==> config.mk <==
export PLATFORM = sky130hd
export DESIGN_NAME = spi_slave_rx_tx
export DESIGN_NICKNAME = d
export VERILOG_FILES = /design/src/rtl/spi_pkg.sv /design/src/rtl/spi_sync_edge.sv /design/src/rtl/spi_slave_rx_tx.sv
export SDC_FILE = /design/constraint.sdc
export NUM_CORES = 1
export LEC_CHECK = 0
export CAP_MARGIN = 20
export CORE_MARGIN = 2
export CORE_UTILIZATION = 46
export DETAILED_ROUTE_END_ITERATION = 12
export PLACE_DENSITY_LB_ADDON = 0.05
export SYNTH_ARGS = -nofsm -noshare
export SYNTH_HDL_FRONTEND = slang
export SYNTH_HIERARCHICAL = 1
export SYNTH_SLANG_ARGS = --single-unit
==> constraint.sdc <==
create_clock -name clk -period 3.4 [get_ports clk]
set_input_delay 0.68 -clock clk [delete_from_list [all_inputs] [get_ports clk]]
set_output_delay 0.68 -clock clk [all_outputs]
set_load 0.01 [all_outputs]
==> src/rtl/spi_pkg.sv <==
// Shared SPI slave definitions: FSM state encoding and SPI mode decode helpers.
package spi_pkg;

    typedef enum logic [1:0] {
        ST_IDLE  = 2'd0,
        ST_LOAD  = 2'd1,
        ST_SHIFT = 2'd2
    } spi_state_t;

    function automatic logic cpol(input int mode);
        return mode[1];
    endfunction

    function automatic logic cpha(input int mode);
        return mode[0];
    endfunction

endpackage

==> src/rtl/spi_sync_edge.sv <==
// Two-flop synchroniser with an extra delay flop for rise/fall pulse detection.
module spi_sync_edge #(
    parameter logic RESET_VAL = 1'b0
) (
    input  logic clk,
    input  logic rst,
    input  logic async_in,
    output logic sync_out,
    output logic rise,
    output logic fall
);
    import spi_pkg::*;

    logic meta_q;
    logic sync_q;
    logic dly_q;

    always_ff @(posedge clk or posedge rst) begin
        if (rst) begin
            meta_q <= RESET_VAL;
            sync_q <= RESET_VAL;
            dly_q  <= RESET_VAL;
        end else begin
            meta_q <= async_in;
            sync_q <= meta_q;
            dly_q  <= sync_q;
        end
    end

    assign sync_out = sync_q;
    assign rise     = sync_q & ~dly_q;
    assign fall     = ~sync_q & dly_q;

endmodule

==> src/rtl/spi_slave_rx_tx.sv <==
// Full-duplex SPI slave, modes 0-3, inputs oversampled in the clk domain.
// Define SPI_SLAVE_OVERRUN_EN for a level RX valid with i_RX_ack and a sticky overrun flag.
//
// state | meaning
// IDLE  | deselected, MISO parked low, bit counter cleared
// LOAD  | one clk: capture i_TX_data into the TX shifter
// SHIFT | selected: sample MOSI / advance MISO on synced SCLK edges
module spi_slave_rx_tx #(
    parameter int SPI_mode   = 0,
    parameter int Data_width = 8
) (
    input  logic                  clk,
    input  logic                  rst,
    input  logic                  i_SPI_sclk,
    input  logic                  i_SPI_cs,
    input  logic                  i_SPI_mosi,
    input  logic [Data_width-1:0] i_TX_data,
    output logic                  o_SPI_miso,
    output logic                  o_SPI_miso_oe,
    output logic [Data_width-1:0] o_RX_data,
    output logic                  o_RX_valid,
    output logic                  o_TX_load,
    output logic                  o_busy
`ifdef SPI_SLAVE_OVERRUN_EN
    ,
    input  logic                  i_RX_ack,
    output logic                  o_RX_overrun
`endif
);
    import spi_pkg::*;

    localparam logic CPOL  = cpol(SPI_mode);
    localparam logic CPHA  = cpha(SPI_mode);
    localparam int   CNT_W = $clog2(Data_width + 1);
    localparam logic [CNT_W-1:0] WORD_BITS = CNT_W'(Data_width);

    logic sclk_sync, sclk_rise, sclk_fall;
    logic cs_sync, cs_rise, cs_fall;
    logic mosi_meta, mosi_sync;
    logic sclk_edge, lead_edge, trail_edge, sample_edge, shift_edge;

    spi_state_t            state;
    logic [CNT_W-1:0]      bit_cnt;
    logic [Data_width-1:0] tx_shift;
    logic [Data_width-1:0] rx_shift;
    logic                  drive_en;

    spi_sync_edge #(.RESET_VAL(CPOL)) u_sclk_sync (
        .clk      (clk),
        .rst      (rst),
        .async_in (i_SPI_sclk),
        .sync_out (sclk_sync),
        .rise     (sclk_rise),
        .fall     (sclk_fall)
    );

    spi_sync_edge #(.RESET_VAL(1'b1)) u_cs_sync (
        .clk      (clk),
        .rst      (rst),
        .async_in (i_SPI_cs),
        .sync_out (cs_sync),
        .rise     (cs_rise),
        .fall     (cs_fall)
    );

    always_ff @(posedge clk or posedge rst) begin
        if (rst) begin
            mosi_meta <= 1'b0;
            mosi_sync <= 1'b0;
        end else begin
            mosi_meta <= i_SPI_mosi;
            mosi_sync <= mosi_meta;
        end
    end

    // Leading edge leaves the CPOL idle level, trailing edge returns to it.
    assign sclk_edge   = sclk_rise | sclk_fall;
    assign lead_edge   = sclk_edge & (sclk_sync != CPOL);
    assign trail_edge  = sclk_edge & (sclk_sync == CPOL);
    assign sample_edge = CPHA ? trail_edge : lead_edge;
    assign shift_edge  = CPHA ? lead_edge : trail_edge;

    always_ff @(posedge clk or posedge rst) begin
        if (rst) begin
            state      <= ST_IDLE;
            bit_cnt    <= '0;
            tx_shift   <= '0;
            rx_shift   <= '0;
            drive_en   <= 1'b0;
            o_RX_data  <= '0;
            o_RX_valid <= 1'b0;
            o_TX_load  <= 1'b0;
`ifdef SPI_SLAVE_OVERRUN_EN
            o_RX_overrun <= 1'b0;
`endif
        end else begin
            o_TX_load <= 1'b0;
`ifdef SPI_SLAVE_OVERRUN_EN
            if (i_RX_ack)
                o_RX_valid <= 1'b0;
`else
            o_RX_valid <= 1'b0;
`endif
            case (state)
                ST_IDLE: begin
                    bit_cnt  <= '0;
                    drive_en <= 1'b0;
                    if (cs_fall)
                        state <= ST_LOAD;
                end
                ST_LOAD: begin
                    tx_shift  <= i_TX_data;
                    o_TX_load <= 1'b1;
                    drive_en  <= ~CPHA;
                    state     <= cs_rise ? ST_IDLE : ST_SHIFT;
                end
                ST_SHIFT: begin
                    // Completion is seen one clk after the last sample so it wins over a CS rise.
                    if (bit_cnt == WORD_BITS) begin
                        o_RX_data  <= rx_shift;
                        o_RX_valid <= 1'b1;
                        bit_cnt    <= '0;
`ifdef SPI_SLAVE_OVERRUN_EN
                        if (o_RX_valid && !i_RX_ack)
                            o_RX_overrun <= 1'b1;
`endif
                        if (cs_rise) begin
                            state <= ST_IDLE;
                        end else begin
                            tx_shift  <= i_TX_data;
                            o_TX_load <= 1'b1;
                        end
                    end else if (cs_rise) begin
                        state <= ST_IDLE;
                    end else if (sample_edge) begin
                        rx_shift <= {rx_shift[Data_width-2:0], mosi_sync};
                        bit_cnt  <= bit_cnt + CNT_W'(1);
                    end else if (shift_edge) begin
                        // A shift edge before any sample of this word presents the MSB instead of advancing.
                        if (bit_cnt == '0)
                            drive_en <= 1'b1;
                        else
                            tx_shift <= {tx_shift[Data_width-2:0], 1'b0};
                    end
                end
                default: state <= ST_IDLE;
            endcase
        end
    end

    always_ff @(posedge clk or posedge rst) begin
        if (rst) begin
            o_SPI_miso    <= 1'b0;
            o_SPI_miso_oe <= 1'b0;
            o_busy        <= 1'b0;
        end else begin
            o_SPI_miso    <= (state != ST_IDLE) && drive_en && tx_shift[Data_width-1];
            o_SPI_miso_oe <= (state != ST_IDLE);
            o_busy        <= ~cs_sync;
        end
    end

endmodule

# After elaboration in Yosys (flattened, before gate mapping)
# Index checks and enable logic that the tools add are counted.
dict set report op_classes {
  n_addsub 1
  n_mul 0
  div 0
  order_cmp 0
  n_eq_ne 15
  n_shift 0
  n_mux 26
  n_bitwise 13
  n_reduce_logical 14
}
# op count
set op_table {}
lappend op_table {{8-bit 2-to-1 mux} 6}
lappend op_table {{8-bit case mux with 2 select lines} 1}
lappend op_table {{3-bit != test, second input constant} 5}
lappend op_table {{2-bit != test, second input constant} 7}
lappend op_table {{4-bit 2-to-1 mux} 3}
lappend op_table {{1-bit 2-to-1 mux} 9}
lappend op_table {{4-bit case mux with 2 select lines} 1}
lappend op_table {{1-bit AND} 6}
lappend op_table {{2-bit 2-to-1 mux} 3}
lappend op_table {{1-bit inverter} 6}
lappend op_table {{2-bit case mux with 3 select lines} 1}
lappend op_table {{6-bit AND reduction} 1}
lappend op_table {{2-bit nonzero test} 3}
lappend op_table {{5-bit AND reduction} 1}
lappend op_table {{4-bit by 1-bit adder with 4-bit output, second input constant} 1}
lappend op_table {{4-bit == test, second input constant} 1}
lappend op_table {{4-bit logical NOT} 1}
lappend op_table {{2-bit AND reduction} 2}
lappend op_table {{4-bit AND reduction} 1}
lappend op_table {{1-bit case mux with 3 select lines} 1}
lappend op_table {{3-bit AND reduction} 1}
lappend op_table {{3-bit nonzero test} 1}
lappend op_table {{2-bit by 1-bit == test with 1-bit output, second input constant} 1}
lappend op_table {{2-bit == test, second input constant} 1}
lappend op_table {{other kinds (4)} 5}
dict set report totals {
  reg_bits 44
  latchBits 0
  ram_bits 0
  romBits 0
  inputBits 13
  output_inout_bits 13
  elab_cells 88
  n_memories 0
}

# Logic depth before layout (Yosys ltp)
# Gate-level depths: netlist of run 1.
dict set report depth {
  depth_word 9
  depth_mapped 8
  depth_no_buf 6
}

# By module
# The synthesis of run 1 kept the hierarchy.
# mod instances cells_each area_per_inst_um2 seq_area_each_um2
set modules_own_cells {}
lappend modules_own_cells {spi_slave_rx_tx 1 126 1665.3 950.9}
lappend modules_own_cells {{spi_sync_edge (u_cs_sync)} 1 6 97.6 78.8}
lappend modules_own_cells {{spi_sync_edge (u_sclk_sync)} 1 6 93.8 75.1}

# Least setup slack after synthesis of run 1
# OpenSTA, ideal clock, no wires.
dict set report synth_timing {
  kind {reg2reg}
  from {reg bit_cnt[0]}
  to {reg drive_en}
  setup_ns 0.128
  t_arrival_ns 1.608
  required_ns 3.272
  slack_ns 1.665
  path_stages_with_launch 6
  n_path_buf 0
  period_less_slack_ns 1.735
  cell_sequence {dfrtp_1 -> inv_1 -> ha_1 -> or3b_4 -> o32ai_1 -> mux2_1}
}
dict set report synth_via {
  elab_chain_len 3
  word_cells_on_any_way 5
  classes_between {3 x eq/ne; 2 x reduce/logical}
}
# item line_no
set synth_rtl {}
lappend synth_rtl {{start, declared} spi_slave_rx_tx.sv:43} ;# logic [CNT_W-1:0] bit_cnt;
lappend synth_rtl {{start signal, assigned} spi_slave_rx_tx.sv:137} ;# bit_cnt <= bit_cnt + CNT_W'(1);
lappend synth_rtl {{4-bit == test / 4-bit logical NOT (equally long branches)} {spi_slave_rx_tx.sv:119, spi_slave_rx_tx.sv:140}}
lappend synth_rtl {{2-bit != test (no line)} -}
lappend synth_rtl {{6-bit AND reduction (no line) (*)} -}
lappend synth_rtl {{end signal, assigned} spi_slave_rx_tx.sv:114} ;# drive_en <= ~CPHA;
lappend synth_rtl {{end, declared} spi_slave_rx_tx.sv:46} ;# logic drive_en;
# Mark *: on every way between the ends. The rest lies on a longest branch, timed or not.
# A chain may end at the register's enable or synchronous reset.

# Final worst setup path of run 1
dict set report layout_timing {
  from {reg state[0]}
  to {reg rx_shift[3]}
}
dict set report layout_via {
  elab_chain_len 2
}
# item line_no
set layout_rtl {}
lappend layout_rtl {{start, declared} spi_slave_rx_tx.sv:42} ;# spi_state_t state;
lappend layout_rtl {{start signal, assigned} spi_slave_rx_tx.sv:115} ;# state <= cs_rise ? ST_IDLE : ST_SHIFT;
lappend layout_rtl {{2-bit == test} spi_slave_rx_tx.sv:104} ;# case (state)
lappend layout_rtl {{4-bit AND reduction (no line)} -}
lappend layout_rtl {{end signal, assigned} spi_slave_rx_tx.sv:136} ;# rx_shift <= {rx_shift[Data_width-2:0], mosi_sync};
lappend layout_rtl {{end, declared} spi_slave_rx_tx.sv:45} ;# logic [Data_width-1:0] rx_shift;
# Every way passes these cells.

==> impl_metrics.py, run 1 <==
metrics = {
    "status": {
        "status": "complete, no violations",
    },
    "route": {
        "drc": 0,
        "routed_wl_mm": 3.15,
        "drtPass1Iterations": 4,
        "wl_per_cell_um": 14.3,
        "dr.first_iter.drc_count": 18,
        "ant_nets": 0,
        "num_vias": 1133,
        "viasPerCell": 5.15,
    },
    "clock_tree": {
        "clk_pin_slew_ns": 0.08,
        "clockRootBuffer": "clkbuf_8",
        "htreeDepth": 2,
        "clk_path_buf_depth": 2,
        "cts_sinks": 44,
        "tritoncts": "yes",
        "ctsResizeCount": 0,
        "cts_buffers": 5,
        "clk_latency_ns": 0.30,
        "ctsHoldBuffers": 0,
        "cts_setup_buffers": 0,
    },
    "synth": {
        "synth_flop_cell": "dfrtp_1",
        "syn_area_mm2": 0.00186,
        "avgSynthCellArea_um2": 13.5,
        "synth_top_area_share": 0.553,
        "synth-edff-count": 0,
        "synth_compound_area_frac": 0.138,
        "synth_mux_area_frac": 0.108,
        "async_flop_share": 1.00,
        "synth_warnings": 6,
        "yosysTopAreaCell": "dfrtp_1",
        "ys_seq_elements": 44,
        "synth_xor_area_frac": 0,
        "syn_nets": 156,
        "ys_seq_area_frac": 0.595,
        "synthAdderAreaFrac": 0.0337,
        "synth.most_common_cell": "dfrtp_1",
        "synthSimpleGateAreaFrac": 0.0869,
        "syn_inst": 138,
        "synth.area.top_cells": "dfrtp_1 55%, mux2_1 10%, dfstp_2 4.2%",
        "synth_top_family_by_area": "compound AO/OA/AOI/OAI gates",
        "ys_top_cells_by_count": "41 x dfrtp_1, 17 x mux2_1, 12 x inv_1",
        "synth.distinct_cells": 36,
    },
    "worst_setup_path": {
        "crit_fanout": 11,
        "r2r_cells": 6,
        "r2r_slack_ns": 1.40,
        "arrival_ns": 2.18,
        "crit_path_start_kind": "flop",
        "rr_startpoint": "state[0]",
        "critPathKind": "reg -> reg",
        "required_ns": 3.58,
        "crit-reg2reg-capture": "rx_shift[3]",
        "end_kind": "flop",
    },
    "global_route": {
        "track_usage": 0.162,
        "overflow": 0,
        "antenna_found_initial": 0,
        "grt_max_degree": 25,
        "grt_pass1_wl_mm": 5.32,
        "grt_pass1_vias": 1131,
    },
    "floorplanning": {
        "start_util": 0.471,
        "die_h_um": 67.5,
        "rows": 23,
        "die_w_um": 67.5,
        "dieArea_mm2": 0.00456,
        "coreArea_mm2": 0.00394,
        "io_pins": 26,
    },
    "min_path": {
        "hold_path_end": "u_sclk_sync/sync_out",
        "hold_depth": 0,
        "hp-class": "reg -> reg",
        "hp-start": "u_sclk_sync/meta_q",
    },
    "flow_run": {
        "drv_cap": 0,
    },
    "power": {
        "vdd_ir_drop_max_v": 0.000291,
        "leakage_nw": 1.08,
        "power.density_mw_per_mm2": 671,
    },
    "placement": {
        "gp_congestion": 0.770,
        "hpwl_mm": 2.24,
        "io_buffer_count": 25,
    },
    "timing": {
        "hold_viol_final": 0,
        "slew-limit-headroom": 0.404,
        "finalCriticalPeriod_ns": 2.00,
        "tightestPinTransition_ns": 0.893,
        "report.final.setup_viol": 0,
        "finalCritPeriodShare": 0.589,
        "finClkSkew_ns": 0.00534,
        "timing.fmax_mhz": 499,
        "hold_slack_ns": 0.356,
        "rsz0062_at_grt": "no",
        "drv_slew": 0,
        "fin_setup_tns_ns": 0,
    },
    "final_layout": {
        "fillCellCount": 313,
        "fin_nets": 187,
        "regArea_mm2": 0.00110,
        "multiInputGateArea_um2": 682,
        "antenna_cells": 0,
        "area_growth_pct": 22.3,
        "drive_gt1_frac": 0.124,
    },
}
-- sequential cells by signal, summed over array words and instances (netlist names) --
register and flops:
bit_cnt 4, drive_en 1, mosi_meta 1, mosi_sync 1
o_RX_data 8, o_RX_valid 1, o_SPI_miso 1, o_SPI_miso_oe 1
o_TX_load 1, o_busy 1, rx_shift 8, state 2
tx_shift 8, u_cs_sync/dly_q 1, u_cs_sync/meta_q 1, u_cs_sync/sync_out 1
u_sclk_sync/dly_q 1, u_sclk_sync/meta_q 1, u_sclk_sync/sync_out 1
-- through the flow --
stage | std cells | power (mW) | worst slack, ns | cell area [um^2] | util
final | 220 | 1.52 | 1.40 | 2270 | 0.576
after global routing | 220 | 1.62 | 1.21 | 2270 | 0.576
after CTS | 220 | 1.54 | 1.40 | 2270 | 0.576
after detailed placement | 212 | 1.14 | 1.42 | 2160 | 0.548
after global placement | 212 | 1.13 | 1.44 | 2160 | 0.548
after floorplan | 138 | 1.04 | 1.66 | 1860 | -
-- layout by cell type, fill, tap and decap left out, types with 2 or more instances in the layout --
cell type,Yosys,layout
dfrtp_1,41,41
clkdlybuf4s50_1,0,25
mux2_1,17,17
inv_1,12,12
o2bb2ai_1,8,8
a22oi_1,8,8
nor2_1,5,5
ha_1,5,5
clkbuf_8,0,5
nor2b_1,3,3
nand2_1,3,3
o22ai_1,3,3
dfstp_2,3,3
nand2b_1,2,2
nor3b_1,2,2
a21oi_1,2,2
buf_4,0,2
and2b_2,2,2
-- worst max-delay path, cell delays in order (launching register included) --
cell	delay (ns)
dfrtp_1	0.41
inv_1	0.10
ha_1	0.42
inv_1	0.16
nor2_1	0.23
nand2_2	0.20
mux2_1	0.37
-- per-layer routing --
layer,routed length [um],vias up,GRT usage
met4,57,0,0.0689
met1,1410,551,0.200
met2,1550,25,0.260
li1,-,552,-
met5,0,-,0
met3,132,5,0.0550
-- worst max-delay path by stage --
stage | endpoint | cells after the start | from
finish | rx_shift[3] | 6 | state[0]
CTS | rx_shift[6] | 6 | state[0]
global placement | rx_shift[2] | 3 | rst
detailed placement | o_RX_data[2] | 3 | rst
floorplan | drive_en | 5 | bit_cnt[0]
global route | rx_shift[6] | 6 | state[0]
-- cell families (layout without fill, tap and decap cells) --
group / Yosys count / count (layout)
adders and majority gates: 5 / 5
and+or+nand+nor: 25 / 25
DFF: 44 / 44
muxes: 18 / 18
AOI/OAI and AO/OA: 31 / 31
buffers and inverters: 15 / 47
-- area by class of cell --
class | count | share of cell area
clock buffers | 5 | 0.0303
clock inverters | 3 | 0.0187
inverters | 12 | 0.0198
multi-input cells | 79 | 0.300
flip-flops and latches | 44 | 0.487
well taps | 50 | 0.0275
repair buffers | 27 | 0.117
-- report_power, final --
part	leakage [nW]	total, mW	switching (mW)	internal, mW
combinational	0.452	0.453	0.245	0.208
clock	0.0541	0.396	0.179	0.217
sequential	0.570	0.674	0.0508	0.623
Power figures use the tool's default switching activity.
==> inputs of run 2 (changes only) <==
- clock period: 3.4 -> 2 ns (I/O delays scaled with it)
==> impl_metrics.py, run 2 (synthesis gave the netlist of run 1 again) <==
metrics = {
    "status": {
        "status": "complete, no violations",
    },
    "flow_run": {
        "drv_cap": 0,
    },
    "timing": {
        "timing.fmax_mhz": 533,
        "fin_ws_ns": 0.123,
        "report.final.setup_viol": 0,
        "finClkSkew_ns": 0.00316,
        "hold_viol_final": 0,
        "finalCritPeriodShare": 0.938,
        "fin_setup_tns_ns": 0,
        "slew-limit-headroom": 0.658,
        "rsz0062_at_grt": "no",
        "drv_slew": 0,
        "tightestPinTransition_ns": 0.507,
        "finalCriticalPeriod_ns": 1.88,
    },
    "final_layout": {
        "final_cell_mix": "41 x dfrtp_1, 25 x clkdlybuf4s50_1, 17 x mux2_1",
        "fillCellCount": 310,
        "final_cells": 221,
        "antenna_cells": 0,
        "fin_area_mm2": 0.00226,
        "fin_nets": 188,
        "drive_gt1_frac": 0.123,
        "layout_commonest_cell": "dfrtp_1",
        "area_growth_pct": 21.7,
        "reg_top3": "o_RX_data (8), rx_shift (8), tx_shift (8)",
    },
    "clock_tree": {
        "cts_setup_buffers": 0,
        "clk_pin_slew_ns": 0.08,
        "htreeDepth": 2,
        "cts_buffers": 5,
        "ctsHoldBuffers": 0,
        "cts_sinks": 44,
        "clockRootBuffer": "clkbuf_8",
        "tritoncts": "yes",
        "ctsResizeCount": 0,
        "clk_latency_ns": 0.29,
        "clk_path_buf_depth": 2,
    },
    "floorplanning": {
        "start_util": 0.471,
        "die_w_um": 67.5,
        "rows": 23,
        "io_pins": 26,
        "dieArea_mm2": 0.00456,
        "coreArea_mm2": 0.00394,
        "die_h_um": 67.5,
    },
    "route": {
        "wl_per_cell_um": 14.3,
        "drtPass1Iterations": 4,
        "dr.first_iter.drc_count": 54,
        "routed_wl_mm": 3.16,
        "ant_nets": 0,
        "num_vias": 1175,
        "drc": 0,
        "viasPerCell": 5.32,
    },
    "placement": {
        "hpwl_mm": 2.27,
        "io_buffer_count": 25,
        "numPlacedInstances": 213,
        "placed_cell_area_mm2": 0.00217,
        "dp_slack_ns": 0.125,
        "gp_congestion": 0.808,
    },
    "min_path": {
        "hp-class": "in -> async",
    },
    "global_route": {
        "grt_pass1_wl_mm": 5.24,
        "track_usage": 0.160,
        "overflow": 0,
        "grt_pass1_vias": 1110,
        "grt_max_degree": 23,
        "antenna_found_initial": 0,
    },
    "power": {
        "vdd_ir_drop_max_v": 0.000480,
        "leakage_nw": 1.07,
        "finalPower_mw": 2.50,
        "power.density_mw_per_mm2": 1110,
    },
    "worst_setup_path": {
        "cpPeakStageDelay_ns": 0.41,
        "required_ns": 2.18,
        "arrival_ns": 2.05,
        "end_kind": "flop",
        "cp_slowest_cell": "or3b_4",
        "crit_chain": "inv_1 -> ha_1 -> or3b_4 -> o32ai_1 -> mux2_1",
        "crit_path_start_kind": "flop",
        "critPathKind": "reg -> reg",
        "r2r_cells": 5,
        "crit_fanout": 3,
        "r2r_slack_ns": 0.12,
    },
}
## run 2: cell types whose count changed in the layout (fill, tap and decap cells not counted), sizes merged
cell and change:
buf +1, bufinv -1, clkbuf +3, clkinv -1, clkinvlp -1
## run 2: area by class of cell
cell class	count	area (um^2)	share of cell area
Timing Repair Buffer	28	273	0.121
Tap cell	50	62.6	0.0277
Inverter	12	45.0	0.0199
Multi-Input combinational cell	79	684	0.303
Sequential cell	44	1100	0.489
Clock buffer	8	90.1	0.0399
## run 2: stage by stage
| stage | utilization | hold WS (ns) |
|---|---|---|
| final | 0.573 | 0.317 |
| after global routing | 0.573 | 0.363 |
| after CTS | 0.573 | 0.320 |
| after detailed placement | 0.550 | 0.336 |
| after global placement | 0.550 | 0.336 |
| after floorplan | - | 0.154 |
## run 2: power by group
part | switching, mW | total (mW) | internal [mW] | leakage (nW)
registers | 0.0863 | 1.15 | 1.06 | 0.570
clock network | 0.279 | 0.560 | 0.282 | 0.0455
logic | 0.430 | 0.799 | 0.368 | 0.456
total | 0.795 | 2.50 | 1.71 | 1.07
## run 2: metal layers
| layer | share of wire | routed length, um | global-route usage |
|---|---|---|---|
| met4 | 0.022 | 70 | 0.0791 |
| met3 | 0.053 | 169 | 0.0500 |
| met2 | 0.47 | 1480 | 0.246 |
| met1 | 0.46 | 1440 | 0.204 |
| met5 | 0 | 0 | 0 |
## run 2: critical path: cells and delay by family (launching register included)
| kind | cells | cell delay (ns) |
|---|---|---|
| simple gates | 1 | 0.41 |
| mux | 1 | 0.36 |
| compound gates | 1 | 0.35 |
| fa+ha+maj | 1 | 0.15 |
| flops | 1 | 0.40 |
| buf+inv | 1 | 0.10 |
## run 2: path summary, 6_finish.rpt
check                                   startpoint                   end
worst min register to register  u_sclk_sync/meta_q  u_sclk_sync/sync_out
min in group clk                u_sclk_sync/meta_q  u_sclk_sync/sync_out
max in group asynchronous                      rst          o_RX_data[5]
worst min-delay path                           rst     u_sclk_sync/dly_q
worst max-delay path                    bit_cnt[0]              drive_en
worst max register to register          bit_cnt[0]              drive_en
==> RTL edit (config.mk and constraints of run 2) <==
Build with the macro `SPI_SLAVE_OVERRUN_EN` defined.
--- a/src/rtl/spi_slave_rx_tx.sv
+++ b/src/rtl/spi_slave_rx_tx.sv
@@ -6,4 +6,6 @@
 // LOAD  | one clk: capture i_TX_data into the TX shifter
 // SHIFT | selected: sample MOSI / advance MISO on synced SCLK edges
+`define SPI_SLAVE_OVERRUN_EN
+
 module spi_slave_rx_tx #(
     parameter int SPI_mode   = 0,
Interface: changed (added i_RX_ack and o_RX_overrun); port bits go from 26 to 28. The function was not compared with the original's and may differ.
==> RTL edit against run 2 <==
- hold slack gained 0.0052 ns
- power increased by 7.2%
- die area rose by 2.4%
- global-route usage up 0.16 points
- cell area rose by 5.6%
- area after synthesis increased by 2.6%
- sequential cell count rose by 1
- count of clock-buffer cells in the layout fell by 3
- worst setup slack improved by 0.019 ns
- largest cell class unchanged
- routed wire length rose by 1.6%
==> RTL edit: results (changes against run 2) <==
{| class="wikitable"
! Metric !! Value
|-
| Status || finished, final reports clean (unchanged)
|-
| Final weighted congestion in routability-driven placement || 0.809 (was 0.808)
|-
| Maximum number of pins on one net before global-route repair || 30 (was 23)
|-
| Final design instance area without fill || 2390 um2 (was 2260 um2)
|-
| Vias in the first global route || 1,222 (was 1,110)
|-
| Post-synthesis area per instance || 13.3 um2 (was 13.5 um2)
|-
| Count of flip-flops and latches || 45 (was 44)
|-
| Proportion of power drawn by the clock network || 29.4% (was 22.4%)
|-
| Worst hold slack across all endpoints || 0.322 ns (was 0.317 ns)
|-
| Filler Cells Inserted || 343 (was 310)
|-
| Met2 demand-to-capacity share in global routing || 26.0% (was 24.6%)
|-
| Switching power summed over all nets || 767 uW (was 795 uW)
|-
| Relative contribution of sequential cells to total power || 43.4% (was 45.7%)
|-
| Biggest cell delay along the critical path || 0.50 ns (was 0.41 ns)
|-
| Final net count || 197 (was 188)
|-
| Final clock skew || 0.00650 ns (was 0.00316 ns)
|-
| First-pass GRT wire length || 5480 um (was 5240 um)
|-
| Half-perimeter wire length of the detailed placement result || 2360 um (was 2270 um)
|-
| Leak Pwr || 1.08 nW (was 1.07 nW)
|-
| Comb. pwr || 731 uW (was 799 uW)
|-
| Layout cells sized above 1 || 22.3% (was 12.3%)
|-
| Crit path DAT || 2.10 ns (was 2.05 ns)
|-
| Library cell contributing the largest single delay on the critical path || o21ai_0 (was or3b_4)
|-
| Fraction of area in registers || 47.4% (was 48.9%)
|-
| Clock buffers and inverters, area share || 5.61% (was 3.99%)
|-
| Area share of buffers outside the clock network || 13.4% (was 12.1%)
|-
| Post-Place Cells || 220 (was 213)
|-
| Worst reg-to-reg setup slack || 0.14 ns (was 0.12 ns)
|-
| Number of distinct library cell variants in the gate-level netlist after synthesis || 33 (was 36)
|-
| 1st-iter DRT viols || 41 (was 54)
|-
| Number of non-clock inverters || 10 (was 12)
|}
[RTL edit: changes by cell type in the layout (fill, tap and decap cells not counted), sizes merged, moves of 3 or more]
cell	before	now
o22ai	3	0
o21ai	1	6
clkbuf	8	5
nand2	4	7
[RTL edit: worst max path at each step]
stage / to / slack (ns) / depth (start not counted)
after floorplan: tx_shift[1]$_DFFE_PP0P_ / 0.27 / 10
after global placement: bit_cnt[0]$_DFFE_PP0P_ / 0.19 / 5
after detailed placement: rx_shift[4]$_DFFE_PP0P_ / 0.15 / 5
after CTS: rx_shift[4]$_DFFE_PP0P_ / 0.14 / 5
after global routing: bit_cnt[0]$_DFFE_PP0P_ / 0.01 / 5
final: bit_cnt[0]$_DFFE_PP0P_ / 0.14 / 5
[RTL edit: kinds of logic after synthesis]
| group | after synthesis | synth area share [%] |
|---|---|---|
| buf+inv | 14 | 4.14 |
| flops | 45 | 59.3 |
| fa+ha+maj | 5 | 3.29 |
| compound gates | 33 | 12.9 |
| simple gates | 27 | 9.20 |
| mux | 19 | 11.2 |
